### src/rtl/lsu_axi_wr_arb.sv
// rtl/lsu_axi_wr_arb.sv - round-robin arbiter sharing the LSU AXI write port between store requesters
//
// Grants one requester at a time and holds the grant from the address handshake to
// the last counted write-data beat. Every accepted request leaves a tag {requester,
// extra-response count} in an in-order FIFO, and write responses are steered to the
// requester that owns the oldest tag.
//
// Ports:
//   clk, rst                 clock, asynchronous active-high reset
//   req_aw*/req_awrdy        per-requester address request (fields packed per requester)
//   req_w*/req_wrdy          per-requester write data
//   req_bvld/req_brdy        per-requester response handshake
//   req_bresp, req_resp_oram_addr  response payload shared by all requesters
//   lsu_axi_aw*/axi_lsu_awrdy  address channel to the write interface
//   lsu_axi_w*/axi_lsu_wrdy    data channel to the write interface
//   axi_lsu_b*/lsu_axi_brdy    response channel from the write interface
//   arb_busy                 FSM active or responses still outstanding
//   err_wlast, err_orphan_b  sticky protocol error flags
module lsu_axi_wr_arb #(
  parameter int NREQ      = 2,
  parameter int OST_DEPTH = 4,
  parameter int RIDX_W    = 1
) (
  input  logic                 clk,
  input  logic                 rst,
  input  logic [NREQ-1:0]      req_awvld,
  input  logic [NREQ*10-1:0]   req_awaddr,
  input  logic [NREQ*8-1:0]    req_awlen,
  input  logic [NREQ*3-1:0]    req_awsize,
  input  logic [NREQ*2-1:0]    req_awburst,
  input  logic [NREQ*3-1:0]    req_awstr,
  input  logic [NREQ*8-1:0]    req_awnum,
  input  logic [NREQ*13-1:0]   req_oram_addr,
  output logic [NREQ-1:0]      req_awrdy,
  input  logic [NREQ-1:0]      req_wvld,
  input  logic [NREQ*64-1:0]   req_wdata,
  input  logic [NREQ*8-1:0]    req_wstrb,
  input  logic [NREQ-1:0]      req_wlast,
  output logic [NREQ-1:0]      req_wrdy,
  output logic [NREQ-1:0]      req_bvld,
  input  logic [NREQ-1:0]      req_brdy,
  output logic [1:0]           req_bresp,
  output logic [12:0]          req_resp_oram_addr,
  output logic                 lsu_axi_awvld,
  output logic [9:0]           lsu_axi_awaddr,
  output logic [7:0]           lsu_axi_awlen,
  output logic [2:0]           lsu_axi_awsize,
  output logic [1:0]           lsu_axi_awburst,
  output logic [2:0]           lsu_axi_awstr,
  output logic [7:0]           lsu_axi_awnum,
  output logic [12:0]          lsu_axi_oram_addr,
  input  logic                 axi_lsu_awrdy,
  output logic                 lsu_axi_wvld,
  output logic [63:0]          lsu_axi_wdata,
  output logic [7:0]           lsu_axi_wstrb,
  output logic                 lsu_axi_wlast,
  input  logic                 axi_lsu_wrdy,
  input  logic                 axi_lsu_bvld,
  input  logic [1:0]           axi_lsu_bresp,
  input  logic [12:0]          axi_lsu_resp_oram_addr,
  output logic                 lsu_axi_brdy,
  output logic                 arb_busy,
  output logic                 err_wlast,
  output logic                 err_orphan_b
);

  localparam int PTR_W = $clog2(OST_DEPTH);
  localparam int CNT_W = PTR_W + 1;

  typedef enum logic [1:0] {
    S_IDLE = 2'd0,
    S_ADDR = 2'd1,
    S_DATA = 2'd2
  } state_t;

  state_t            state_q, state_d;
  logic [RIDX_W-1:0] grant_q, grant_d;
  logic [RIDX_W-1:0] rr_ptr_q, rr_ptr_d;
  logic [RIDX_W-1:0] pick;
  logic [12:0]       beats_total_q, beats_total_d;
  logic [12:0]       beat_cnt_q, beat_cnt_d;
  logic              err_wlast_q, err_wlast_d;
  logic              err_orphan_q, err_orphan_d;

  logic [RIDX_W-1:0] tag_g_q [OST_DEPTH];
  logic [RIDX_W-1:0] tag_g_d [OST_DEPTH];
  logic [3:0]        tag_n_q [OST_DEPTH];
  logic [3:0]        tag_n_d [OST_DEPTH];
  logic [PTR_W-1:0]  wr_ptr_q, wr_ptr_d, rd_ptr_q, rd_ptr_d;
  logic [CNT_W-1:0]  count_q, count_d;
  logic              fifo_empty, fifo_full;
  logic              push, pop, dec;
  logic [RIDX_W-1:0] head_g;
  logic [3:0]        head_n;
  logic              final_beat;

  logic [9:0]  aw_addr_a  [NREQ];
  logic [7:0]  aw_len_a   [NREQ];
  logic [2:0]  aw_size_a  [NREQ];
  logic [1:0]  aw_burst_a [NREQ];
  logic [2:0]  aw_str_a   [NREQ];
  logic [7:0]  aw_num_a   [NREQ];
  logic [12:0] aw_oram_a  [NREQ];
  logic [63:0] w_data_a   [NREQ];
  logic [7:0]  w_strb_a   [NREQ];

  // Unpack the flat per-requester buses so the grant index can select whole fields.
  always_comb begin
    for (int i = 0; i < NREQ; i++) begin
      aw_addr_a[i]  = req_awaddr[i*10 +: 10];
      aw_len_a[i]   = req_awlen[i*8 +: 8];
      aw_size_a[i]  = req_awsize[i*3 +: 3];
      aw_burst_a[i] = req_awburst[i*2 +: 2];
      aw_str_a[i]   = req_awstr[i*3 +: 3];
      aw_num_a[i]   = req_awnum[i*8 +: 8];
      aw_oram_a[i]  = req_oram_addr[i*13 +: 13];
      w_data_a[i]   = req_wdata[i*64 +: 64];
      w_strb_a[i]   = req_wstrb[i*8 +: 8];
    end
  end

  // Circular priority search: scanning from the farthest offset down to rr_ptr
  // lets the closest requester at or after rr_ptr win.
  always_comb begin
    pick = rr_ptr_q;
    for (int k = NREQ - 1; k >= 0; k--) begin
      if (req_awvld[(int'(rr_ptr_q) + k) % NREQ]) begin
        pick = RIDX_W'((int'(rr_ptr_q) + k) % NREQ);
      end
    end
  end

  assign fifo_empty = (count_q == '0);
  assign fifo_full  = (count_q == CNT_W'(OST_DEPTH));
  assign head_g     = tag_g_q[rd_ptr_q];
  assign head_n     = tag_n_q[rd_ptr_q];
  assign final_beat = (beat_cnt_q == beats_total_q - 13'd1);

  always_comb begin
    state_d       = state_q;
    grant_d       = grant_q;
    rr_ptr_d      = rr_ptr_q;
    beats_total_d = beats_total_q;
    beat_cnt_d    = beat_cnt_q;
    err_wlast_d   = err_wlast_q;
    err_orphan_d  = err_orphan_q | (axi_lsu_bvld & fifo_empty);
    push          = 1'b0;
    pop           = 1'b0;
    dec           = 1'b0;

    req_awrdy          = '0;
    req_wrdy           = '0;
    req_bvld           = '0;
    lsu_axi_awvld      = 1'b0;
    lsu_axi_awaddr     = '0;
    lsu_axi_awlen      = '0;
    lsu_axi_awsize     = '0;
    lsu_axi_awburst    = '0;
    lsu_axi_awstr      = '0;
    lsu_axi_awnum      = '0;
    lsu_axi_oram_addr  = '0;
    lsu_axi_wvld       = 1'b0;
    lsu_axi_wdata      = '0;
    lsu_axi_wstrb      = '0;
    lsu_axi_wlast      = 1'b0;
    lsu_axi_brdy       = 1'b0;
    req_bresp          = axi_lsu_bresp;
    req_resp_oram_addr = axi_lsu_resp_oram_addr;

    case (state_q)
      S_IDLE: begin
        if ((|req_awvld) && !fifo_full) begin
          grant_d = pick;
          state_d = S_ADDR;
        end
      end
      S_ADDR: begin
        lsu_axi_awvld      = req_awvld[grant_q];
        lsu_axi_awaddr     = aw_addr_a[grant_q];
        lsu_axi_awlen      = aw_len_a[grant_q];
        lsu_axi_awsize     = aw_size_a[grant_q];
        lsu_axi_awburst    = aw_burst_a[grant_q];
        lsu_axi_awstr      = aw_str_a[grant_q];
        lsu_axi_awnum      = aw_num_a[grant_q];
        lsu_axi_oram_addr  = aw_oram_a[grant_q];
        req_awrdy[grant_q] = axi_lsu_awrdy;
        if (!req_awvld[grant_q]) begin
          // Requester withdrew before acceptance: nothing was promised downstream.
          state_d = S_IDLE;
        end else if (axi_lsu_awrdy) begin
          // One request carries awnum[3:0]+1 strided bursts of awlen+1 beats each.
          beats_total_d = (13'(aw_num_a[grant_q][3:0]) + 13'd1) * (13'(aw_len_a[grant_q]) + 13'd1);
          beat_cnt_d    = '0;
          push          = 1'b1;
          state_d       = S_DATA;
        end
      end
      S_DATA: begin
        lsu_axi_wvld      = req_wvld[grant_q];
        lsu_axi_wdata     = w_data_a[grant_q];
        lsu_axi_wstrb     = w_strb_a[grant_q];
        lsu_axi_wlast     = req_wlast[grant_q];
        req_wrdy[grant_q] = axi_lsu_wrdy;
        if (req_wvld[grant_q] && axi_lsu_wrdy) begin
          beat_cnt_d = beat_cnt_q + 13'd1;
          // The beat count alone ends the request; wlast is only cross-checked.
          if (final_beat != req_wlast[grant_q]) begin
            err_wlast_d = 1'b1;
          end
          if (final_beat) begin
            state_d  = S_IDLE;
            rr_ptr_d = (grant_q == RIDX_W'(NREQ - 1)) ? '0 : grant_q + RIDX_W'(1);
          end
        end
      end
      default: state_d = S_IDLE;
    endcase

    if (!fifo_empty) begin
      req_bvld[head_g] = axi_lsu_bvld;
      lsu_axi_brdy     = req_brdy[head_g];
      if (axi_lsu_bvld && req_brdy[head_g]) begin
        // Each strided burst returns its own response; the tag retires on the last.
        if (head_n == 4'd0) begin
          pop = 1'b1;
        end else begin
          dec = 1'b1;
        end
      end
    end
  end

  // A push never targets the head entry while it is being decremented: the grant
  // was only made with a free slot, so a non-empty FIFO has wr_ptr != rd_ptr.
  always_comb begin
    tag_g_d  = tag_g_q;
    tag_n_d  = tag_n_q;
    wr_ptr_d = wr_ptr_q;
    rd_ptr_d = rd_ptr_q;
    count_d  = count_q;
    if (push) begin
      tag_g_d[wr_ptr_q] = grant_q;
      tag_n_d[wr_ptr_q] = aw_num_a[grant_q][3:0];
      wr_ptr_d          = wr_ptr_q + PTR_W'(1);
    end
    if (dec) begin
      tag_n_d[rd_ptr_q] = head_n - 4'd1;
    end
    if (pop) begin
      rd_ptr_d = rd_ptr_q + PTR_W'(1);
    end
    case ({push, pop})
      2'b10:   count_d = count_q + CNT_W'(1);
      2'b01:   count_d = count_q - CNT_W'(1);
      default: count_d = count_q;
    endcase
  end

  always_ff @(posedge clk or posedge rst) begin
    if (rst) begin
      state_q       <= S_IDLE;
      grant_q       <= '0;
      rr_ptr_q      <= '0;
      beats_total_q <= '0;
      beat_cnt_q    <= '0;
      err_wlast_q   <= 1'b0;
      err_orphan_q  <= 1'b0;
      wr_ptr_q      <= '0;
      rd_ptr_q      <= '0;
      count_q       <= '0;
      for (int i = 0; i < OST_DEPTH; i++) begin
        tag_g_q[i] <= '0;
        tag_n_q[i] <= '0;
      end
    end else begin
      state_q       <= state_d;
      grant_q       <= grant_d;
      rr_ptr_q      <= rr_ptr_d;
      beats_total_q <= beats_total_d;
      beat_cnt_q    <= beat_cnt_d;
      err_wlast_q   <= err_wlast_d;
      err_orphan_q  <= err_orphan_d;
      wr_ptr_q      <= wr_ptr_d;
      rd_ptr_q      <= rd_ptr_d;
      count_q       <= count_d;
      tag_g_q       <= tag_g_d;
      tag_n_q       <= tag_n_d;
    end
  end

  assign arb_busy     = (state_q != S_IDLE) | ~fifo_empty;
  assign err_wlast    = err_wlast_q;
  assign err_orphan_b = err_orphan_q;

endmodule

### config.mk
export PLATFORM = sky130hd
export DESIGN_NAME = lsu_axi_wr_arb
export DESIGN_NICKNAME = d
export VERILOG_FILES = /design/src/rtl/lsu_axi_wr_arb.sv
export SDC_FILE = /design/constraint.sdc
export NUM_CORES = 1
export LEC_CHECK = 0
export BUFFER_PORTS_ARGS = -buffer_cell sky130_fd_sc_hd__buf_2
export CORE_AREA = 8 8 154 156
export CTS_BUF_LIST = sky130_fd_sc_hd__clkbuf_8
export DETAILED_ROUTE_END_ITERATION = 7
export DIE_AREA = 0 0 162 164
export PLACE_DENSITY = 0.7
export SYNTH_ARGS = -nofsm -noshare
export SYNTH_HDL_FRONTEND = slang
export SYNTH_SLANG_ARGS = --single-unit
export TNS_END_PERCENT = 5
### constraint.sdc
create_clock -name clk -period 6.2 [get_ports clk]
set_clock_uncertainty 0.2 [all_clocks]
set_input_delay 0.31 -clock clk [delete_from_list [all_inputs] [get_ports clk]]
set_output_delay 0.31 -clock clk [all_outputs]
set_load 0.05 [all_outputs]
==> impl_metrics.py, run 1 <==
metrics = {
    "layout": {
        "area_growth_pct": 33.8,
        "multi_input_area_um2": 4880,
        "nets": 1503,
        "drive_above_1_share_pct": 37.1,
        "fillers": 2217,
        "ff_latch_area_um2": 1480,
        "finish.instance_area_um2": 9180,
    },
    "timing": {
        "period_needed_ns": 5.69,
        "rsz0062_at_grt": "no",
        "worst_slack_ns": 0.514,
        "timing.slew.headroom_pct": 30.2,
        "final-hold-violation-count": 25,
        "holdWs_ns": -0.0306,
        "tns_ns": 0,
        "worst_pin_slew_ns": 1.05,
        "setup-violations-final": 0,
        "report.final.slew_viol_count": 0,
        "fmax_ghz": 0.176,
        "min_period_over_period_pct": 91.7,
    },
    "yosys": {
        "synthArstFlopShare_pct": 100,
        "synth_area_um2": 6860,
        "synth-seq-cells": 59,
        "synth_edf_count": 0,
        "synth_top_area_share_pct": 21.5,
        "avgSynthCellArea_um2": 8.22,
        "synth_top_cell_by_area": "dfrtp_1",
        "syn-num-nets": 1158,
        "synth.distinct_cells": 59,
        "synthFlopType": "dfrtp_1",
        "yosys-top-cells-count": "190 x nor2_1, 132 x mux2i_1, 59 x dfrtp_1, 56 x nand2_1, 49 x inv_1",
        "syn_inst": 835,
        "yosysSeqAreaShare_pct": 21.5,
        "ys_warn_count": 0,
        "synth_most_common_cell": "nor2_1",
        "synthTopCellsByArea": "dfrtp_1 22%, mux2i_1 19%, nor2_1 10%, ha_1 6.6%, fa_1 6.1%",
    },
    "place": {
        "place_area_um2": 8890,
        "place_congestion": 0.985,
        "io_buffers": 382,
        "dpl.hpwl_mm": 28.3,
        "dp_slack_ns": 0.550,
    },
    "global_route": {
        "track_usage_pct": 23.4,
        "grt_pass1_vias": 7415,
        "grt_max_degree": 74,
        "antenna_found_initial": 26,
        "grt_overflow": 0,
        "grt_first_pass_wirelength_mm": 46.4,
    },
    "pwr": {
        "peakVddDrop_mv": 0.349,
        "power_per_cell_area_nw_per_um2": 599,
        "p_seq_share_pct": 13.1,
        "clkPwrFrac_pct": 8.1,
        "swShare_pct": 57.9,
        "p_int_mw": 2.32,
        "combPwrFrac_pct": 78.8,
        "leakagePower_nw": 4.98,
        "p_switching_mw": 3.18,
    },
    "floorplanning": {
        "dieArea_um2": 26600,
        "rows": 54,
        "core_area_um2": 21400,
        "dieHeight_um": 164,
        "io_pins": 413,
        "initial_utilization_pct": 32.1,
        "die_x_um": 162,
    },
    "setup_path": {
        "worstPathRequired_ns": 6.21,
        "critPathMaxFanout": 30,
        "arrival_ns": 5.70,
        "crit_path_end_kind": "flip-flop",
        "crit_type": "flip-flop to flip-flop",
        "start_kind": "flip-flop",
    },
    "clock_tree": {
        "cts_setup_buffers": 0,
        "clk-insertion-delay-late_ns": 0.35,
        "htree_levels": 3,
        "clock_sinks": 59,
        "clockBufferDepth": 2,
        "clk_pin_slew_worst_paths_ns": 0.07,
        "cts.repair.resized": 0,
        "cts_tree": "built",
        "numCtsBuffers": 9,
        "root_buffer": "clkbuf_8",
    },
    "routing": {
        "remaining_drc_errors": 0,
        "initialDrtViolationCount": 535,
        "wire_per_inst_um": 22.1,
        "vias": 7334,
        "post_drt_via_cell_ratio": 4.97,
        "antenna_left": 0,
        "wirelength_mm": 32.7,
        "drt-pass1-iter-count": 5,
    },
    "run_status": {
        "violations": "hold timing",
        "status": "complete, but fails checks",
    },
    "flow_run": {
        "maxCapViolCount": 0,
    },
    "worst_hold_path": {
        "hp-class": "input pin to async pin",
    },
}
-- per-layer routing --
layer	wire length (um)	vias up	part of all wire, %	track usage, %
met5	164	-	0.50	0
met4	918	24	2.8	7.11
met1	13000	3393	40	28.3
met3	4280	71	13	11.4
met2	14300	354	44	36.2
li1	-	3492	-	-
-- worst max-delay path, stage by stage, from the launching register on --
cell and delay [ns]:
dfrtp_4 0.65, mux2i_1 0.55, inv_1 0.10, ha_1 0.28, xor2_1 0.44, nor2_1 0.12, fa_1 0.48, fa_1 0.54
inv_1 0.05, fa_1 0.52, inv_1 0.04, ha_1 0.31, and2_1 0.15, a311o_1 0.32, a21oi_1 0.24, o21a_1 0.18
o21ai_0 0.12, xnor2_1 0.15, o21ai_0 0.08
-- final cells by class --
| type | count | area share (%) |
|---|---|---|
| Inverter | 49 | 2.00 |
| Timing Repair Buffer | 395 | 21.9 |
| Tap cell | 280 | 3.82 |
| Multi-Input combinational cell | 666 | 53.1 |
| Clock buffer | 10 | 1.50 |
| Sequential cell | 59 | 16.1 |
| Clock inverter | 6 | 1.23 |
| Antenna cell | 10 | 0.273 |
-- kinds of logic after synthesis --
kind of cell	after synthesis	share of synthesized area [%]
adder cells (fa/ha/maj)	57	12.7
multiplexers	144	22.1
XOR/XNOR	52	6.64
AND/OR/NAND/NOR	328	21.5
buffers and inverters	110	7.53
AO/OA/AOI/OAI	85	8.01
flip-flops	59	21.5
-- cell usage in the layout, fill, tap and decap left out, types with 2 or more instances in the layout --
cell,synthesis,routed
o21a_1,2,2
dfrtp_1,59,58
nor2_1,190,190
inv_1,49,48
and2_1,13,13
fa_1,21,21
a21oi_1,25,25
a32oi_1,2,2
nor3b_2,1,2
nand3_1,10,10
o2111ai_1,2,2
a21o_1,5,5
ha_1,36,36
mux2i_1,132,132
nand4_1,7,7
clkbuf_8,1,10
nand2_1,56,56
bufinv_16,0,3
buf_2,15,382
nor2b_1,8,8
buf_4,18,12
o21ai_0,28,28
a211oi_1,2,2
a32o_1,2,2
nand2b_2,0,2
mux4_2,5,5
clkinvlp_4,0,3
or2_2,3,3
a311oi_1,2,2
mux2_2,5,5
nor3_1,9,9
and3_1,6,6
nor3b_1,6,5
xor2_1,25,25
diode_2,0,10
nand2b_1,7,5
a31oi_1,7,7
xnor2_1,27,27
-- metrics by stage --
stage	std cells	total power, mW	util [%]
floorplan	835	4.09	-
global placement	1448	4.97	41.7
detailed placement	1448	5.06	41.7
CTS	1465	5.53	42.9
global route	1466	5.95	42.9
finish	1475	5.50	43.0
-- power by group through the flow --
stage | clock network (mW) | registers (mW) | logic [mW]
detailed placement | 0 | 0.726 | 4.34
floorplan | 0 | 0.653 | 3.43
finish | 0.446 | 0.720 | 4.33
global placement | 0 | 0.720 | 4.25
CTS | 0.455 | 0.720 | 4.36
global route | 0.468 | 0.751 | 4.74
-- timing repair --
action,4_1_cts,5_1_grt
hold buffers,1,0
setup endpoints to repair,0,0
endpoints found under the hold margin,1,0
-- state kept, by name (all words and copies together), names as in the netlist, 2 cells and up --
name / count
beats_total_q: 13
wr_ptr_q: 2
count_q: 3
state_q: 2
rd_ptr_q: 2
tag_n_q: 16
beat_cnt_q: 13
tag_g_q: 4
-- final timing paths --
path,depth (start not counted),from,to,slack (ns)
max in group asynchronous,3,rst,grant_q$_DFFE_PP0P_,5.23
worst max-delay path,18,grant_q$_DFFE_PP0P_,beats_total_q[12]$_DFFE_PP0P_,0.51
worst min-delay path,3,rst,err_orphan_b$_DFF_PP0_,-0.03
worst max register to register,18,grant_q$_DFFE_PP0P_,beats_total_q[12]$_DFFE_PP0P_,0.51
min in group clk,2,req_awvld[0],state_q[0]$_DFFE_PP0P_,0.06
worst min register to register,1,err_wlast$_DFFE_PP0P_,err_wlast$_DFFE_PP0P_,0.26
Note: power is estimated with default switching activity, not from simulation.
==> run 2, diff against run 1 <==
clock period = 6.24 ns   (was 6.2 ns; I/O delays follow)
==> run 2 against run 1 <==
Net effect: the run still ends with hold timing left; sequential share of layout area is 0.073 points higher; critical path depth stayed put; sequential power is 0.7% lower; cell area is 0.45% lower; total power is 2.1% lower; largest power group unchanged.
==> impl_metrics.py, run 2 (synthesized netlist as in run 1, its figures left out) <==
metrics = {
    "pwr": {
        "p_switching_mw": 3.14,
        "p_seq_share_pct": 13.3,
        "leakagePower_nw": 4.99,
        "swShare_pct": 58.2,
        "power_per_cell_area_nw_per_um2": 589,
        "power_mw": 5.39,
        "p_int_mw": 2.25,
        "clkPwrFrac_pct": 7.0,
        "peakVddDrop_mv": 0.335,
        "combPwrFrac_pct": 79.7,
    },
    "setup_path": {
        "path_depth": 18,
        "arrival_ns": 5.74,
        "worstPathRequired_ns": 6.25,
        "crit_chain": "mux2i_1, inv_1, ha_1, xor2_1, nor2_1, fa_1, fa_1, inv_1, fa_1, inv_1, ha_1, and2_1, a311o_1, a21oi_1, o21a_1, o21ai_0, xnor2_1, o21ai_0",
        "crit_path_end_kind": "flip-flop",
        "crit_type": "flip-flop to flip-flop",
        "max_stage_delay_ns": 0.66,
        "cpLargestDelayFamily": "adder cells",
        "path_buf_inv": 3,
        "reg2reg_from": "grant_q$_DFFE_PP0P_",
        "critPathMaxFanout": 30,
        "rr_endpoint": "beats_total_q[12]$_DFFE_PP0P_",
        "r2r_cells": 18,
        "r2r_slack_ns": 0.50,
        "slowest_stage": "dfrtp_4",
        "start_kind": "flip-flop",
    },
    "floorplanning": {
        "io_pins": 413,
        "dieArea_um2": 26600,
        "rows": 54,
        "die_x_um": 162,
        "initial_utilization_pct": 32.1,
        "core_area_um2": 21400,
        "dieHeight_um": 164,
    },
    "place": {
        "dpl.hpwl_mm": 28.6,
        "place_area_um2": 8890,
        "place_congestion": 0.985,
        "io_buffers": 382,
    },
    "layout": {
        "top_register": "tag_n_q",
        "area_growth_pct": 33.2,
        "postLayoutCoreUtil_pct": 42.8,
        "reg.largest.list": "tag_n_q x16, beat_cnt_q x13, beats_total_q x13",
        "finish.instance_area_um2": 9140,
        "layout_commonest_cell": "buf_2",
        "drive_above_1_share_pct": 37.0,
        "largest_reg_flops": 16,
        "nets": 1503,
        "final_cell_mix": "382 x buf_2, 190 x nor2_1, 132 x mux2i_1, 58 x dfrtp_1, 56 x nand2_1",
    },
    "clock_tree": {
        "htree_levels": 3,
        "root_buffer": "clkbuf_8",
        "cts_tree": "built",
        "numCtsBuffers": 9,
        "clockBufferDepth": 2,
        "clk-insertion-delay-late_ns": 0.35,
        "clock_sinks": 59,
        "cts.repair.resized": 0,
        "clk_pin_slew_worst_paths_ns": 0.07,
    },
    "timing": {
        "period_needed_ns": 5.74,
        "rsz0062_at_grt": "no",
        "final-hold-violation-count": 13,
        "min_period_over_period_pct": 91.9,
        "holdWs_ns": -0.00207,
        "worst_pin_slew_ns": 1.06,
        "timing.slew.headroom_pct": 29.2,
        "fmax_ghz": 0.174,
        "tns_ns": 0,
        "setup-violations-final": 0,
        "report.final.slew_viol_count": 0,
    },
    "global_route": {
        "grt_overflow": 0,
        "track_usage_pct": 23.6,
        "grt_first_pass_wirelength_mm": 46.6,
        "grt_use_met3_pct": 11.3,
        "grt_pass1_vias": 7433,
        "grt_use_met2_pct": 36.6,
        "antenna_found_initial": 25,
        "grt.busiest_layer": "met2",
        "gr-usage-met1_pct": 28.3,
        "grt_max_degree": 74,
    },
    "routing": {
        "wirelength_mm": 32.7,
        "remaining_drc_errors": 0,
        "vias": 7303,
        "drt-pass1-iter-count": 5,
        "antenna_left": 0,
        "wire_per_inst_um": 22.2,
        "initialDrtViolationCount": 548,
        "post_drt_via_cell_ratio": 4.96,
    },
    "worst_hold_path": {
        "hp-class": "input pin to async pin",
    },
    "flow_run": {
        "maxCapViolCount": 0,
    },
    "run_status": {
        "violations": "hold timing",
        "status": "complete, but fails checks",
    },
}
run 2: how the worst max path moves through the flow:
stage	end	from	slack, ns
global placement	beats_total_q[12]$_DFFE_PP0P_	grant_q$_DFFE_PP0P_	0.72
global route	beats_total_q[12]$_DFFE_PP0P_	grant_q$_DFFE_PP0P_	0.15
CTS	beats_total_q[12]$_DFFE_PP0P_	grant_q$_DFFE_PP0P_	0.53
detailed placement	beats_total_q[12]$_DFFE_PP0P_	grant_q$_DFFE_PP0P_	0.55
finish	beats_total_q[12]$_DFFE_PP0P_	grant_q$_DFFE_PP0P_	0.50
floorplan	beats_total_q[12]$_DFFE_PP0P_	grant_q$_DFFE_PP0P_	1.13
run 2: metal layers:
layer  vias to the layer above  wire length [um]
met5                         -               161
met4                        26               986
met3                        73              4050
met2                       351             14400
met1                      3364             13100
li1                       3489                 -
run 2: layout make-up:
| class | count | area (um2) |
|---|---|---|
| fill | 2172 | 12200 |
| multi-input combinational | 666 | 4880 |
| timing repair buffer | 395 | 2010 |
| sequential | 59 | 1480 |
| tap | 280 | 350 |
| inverter | 49 | 184 |
| clock buffer | 13 | 179 |
| clock inverter | 3 | 37.5 |
| antenna | 7 | 17.5 |
run 2: tightest hold or removal path, cell delays in order:
cell and delay, ns:
buf_2 0.10, inv_2 0.04, buf_4 0.59
run 2: metrics by stage:
stage,setup slack (ns),std cells
3_3_place_gp,0.722,1448
3_5_place_dp,0.548,1448
2_1_floorplan,1.13,835
6_report,0.504,1472
4_1_cts,0.526,1465
5_1_grt,0.151,1467
run 2: what timing repair did:
item                                   4_1_cts  5_1_grt
hold buffers                                 1        0
setup buffers                                0        0
endpoints found under the hold margin        1        0
run 2: power groups by stage:
stage	registers, mW	logic [mW]	clock network (mW)
global route	0.745	4.70	0.398
global placement	0.715	4.22	0
detailed placement	0.722	4.31	0
finish	0.715	4.30	0.376
CTS	0.715	4.33	0.384
floorplan	0.649	3.41	0
==> run 3, diff against run 2 <==
BUFFER_PORTS_ARGS = unset   (was -buffer_cell sky130_fd_sc_hd__buf_2)
DONT_BUFFER_PORTS = 1   (was unset)
PLACE_DENSITY = 0.53   (was 0.7)
==> run 3 against run 2 <==
Net effect: the run now ends clean; register-to-register slack improved by 0.20 ns; core utilization decreased by 8.4 points; worst hold slack gained 0.031 ns; global-route usage down 1.3 points; count of clock-buffer cells in the layout decreased by 1; cell area shrank 20%; sequential share of layout area is 3.9 points higher.
==> impl_metrics.py, run 3 (synthesized netlist as in run 1, its figures left out) <==
metrics = {
    "worst_hold_path": {
        "hp-class": "input pin to flip-flop",
    },
    "timing": {
        "worst_slack_ns": 0.705,
        "report.final.slew_viol_count": 0,
        "timing.slew.headroom_pct": 23.0,
        "period_needed_ns": 5.53,
        "worst_pin_slew_ns": 1.15,
        "holdWs_ns": 0.0289,
        "setup-violations-final": 0,
        "fmax_ghz": 0.181,
        "rsz0062_at_grt": "no",
        "tns_ns": 0,
        "final-hold-violation-count": 0,
        "min_period_over_period_pct": 88.7,
    },
    "clock_tree": {
        "clockBufferDepth": 2,
        "clk_pin_slew_worst_paths_ns": 0.07,
        "htree_levels": 3,
        "clk-insertion-delay-late_ns": 0.35,
        "clock_sinks": 59,
        "root_buffer": "clkbuf_8",
        "cts_tree": "built",
        "numCtsBuffers": 9,
        "cts.repair.resized": 0,
    },
    "pwr": {
        "power_per_cell_area_nw_per_um2": 688,
        "leakagePower_nw": 3.38,
        "peakVddDrop_mv": 0.525,
    },
    "layout": {
        "final_cell_mix": "190 x nor2_1, 132 x mux2i_1, 58 x dfrtp_1, 56 x nand2_1, 48 x inv_1",
        "finish.instance_area_um2": 7350,
        "fillers": 2323,
        "multi_input_area_um2": 4880,
        "drive_above_1_share_pct": 8.33,
        "nets": 1136,
        "largest_reg_flops": 16,
        "ff_latch_area_um2": 1480,
        "layout_commonest_cell": "nor2_1",
        "reg.largest.list": "tag_n_q x16, beat_cnt_q x13, beats_total_q x13",
        "top_register": "tag_n_q",
        "area_growth_pct": 7.09,
    },
    "setup_path": {
        "arrival_ns": 5.54,
        "crit_type": "flip-flop to flip-flop",
        "start_kind": "flip-flop",
        "crit_path_end_kind": "flip-flop",
        "critPathMaxFanout": 29,
        "worstPathRequired_ns": 6.24,
        "r2r_slack_ns": 0.71,
    },
    "place": {
        "dp_slack_ns": 0.714,
        "io_buffers": 0,
        "dpl.hpwl_mm": 27.1,
        "place_congestion": 0.899,
        "place_area_um2": 7070,
    },
    "global_route": {
        "grt_overflow": 0,
        "antenna_found_initial": 29,
        "grt_max_degree": 74,
        "grt_first_pass_wirelength_mm": 42.0,
        "track_usage_pct": 22.3,
        "grt_pass1_vias": 5752,
    },
    "routing": {
        "post_drt_via_cell_ratio": 5.39,
        "wire_per_inst_um": 28.1,
        "antenna_left": 0,
        "vias": 5965,
        "remaining_drc_errors": 0,
        "drt-pass1-iter-count": 5,
        "wirelength_mm": 31.1,
        "initialDrtViolationCount": 399,
    },
    "run_status": {
        "status": "complete, no violations",
    },
    "floorplanning": {
        "initial_utilization_pct": 32.1,
        "io_pins": 413,
        "rows": 54,
        "dieArea_um2": 26600,
        "dieHeight_um": 164,
        "die_x_um": 162,
        "core_area_um2": 21400,
    },
    "flow_run": {
        "maxCapViolCount": 0,
    },
}
==> run 3: cell count changes in the layout (fill, tap and decap cells not counted), sizes merged <==
cell         before  now
clkinv            0    1
diode             7   11
dlygate4sd3       1    5
inv              51   49
clkbuf           13   12
buf             394   23
==> run 3: path summary, 6_finish.rpt <==
kind	start	end	cells past startpoint
setup reg to reg	grant_q$_DFFE_PP0P_	beats_total_q[12]$_DFFE_PP0P_	19
max in group asynchronous	rst	grant_q$_DFFE_PP0P_	3
hold / removal	req_awvld[1]	grant_q$_DFFE_PP0P_	2
hold reg to reg	tag_g_q[1]$_DFFE_PP0P_	tag_g_q[1]$_DFFE_PP0P_	1
min in group asynchronous	rst	tag_n_q[8]$_DFF_PP0_	3
setup / recovery	grant_q$_DFFE_PP0P_	beats_total_q[12]$_DFFE_PP0P_	19
==> run 3: repair_timing <==
action                    CTS  global route
hold endpoints to repair   63             0
setup buffers               0             0
hold buffers                5             0
==> run 3: final cells by class <==
class                      instances  share of cell area [%]
clock buffer                      12                    2.25
antenna                           11                   0.375
multi-input combinational        666                    66.5
timing repair buffer              28                    3.03
tap                              280                    4.77
clock inverter                     2                   0.477
sequential                        59                    20.1
inverter                          49                    2.50
==> run 3: worst max-delay path, stage by stage (launching register included) <==
cell	delay [ns]
dfrtp_4	0.65
mux2i_1	0.53
inv_1	0.10
ha_1	0.28
xor2_1	0.18
buf_4	0.16
nor2_1	0.13
fa_1	0.46
fa_1	0.55
inv_1	0.06
fa_1	0.53
inv_1	0.04
ha_1	0.31
and2_1	0.14
a311o_1	0.31
a21oi_1	0.24
o21a_1	0.18
o21ai_0	0.12
xnor2_1	0.14
o21ai_0	0.08
==> run 3: metal layers <==
layer	vias to the layer above	GRT usage, %	share of wire, %
li1	2759	-	-
met1	2803	26.4	38
met2	339	32.8	43
met3	44	13.6	16
met4	20	7.15	2.4
met5	-	0	0.42
==> run 3: per-stage QoR <==
stage	cells	power [mW]	utilization, %
final	1107	5.05	34.4
after global routing	1098	5.53	34.3
after CTS	1096	5.10	34.3
after detailed placement	1077	4.70	33.1
after global placement	1077	4.67	33.1
after floorplan	835	4.06	-
==> run 3: report_power, final <==
group          switching (mW)  internal (mW)  leakage (nW)
combinational            2.65           1.29          2.52
sequential              0.217          0.529         0.753
clock                   0.154          0.212         0.104
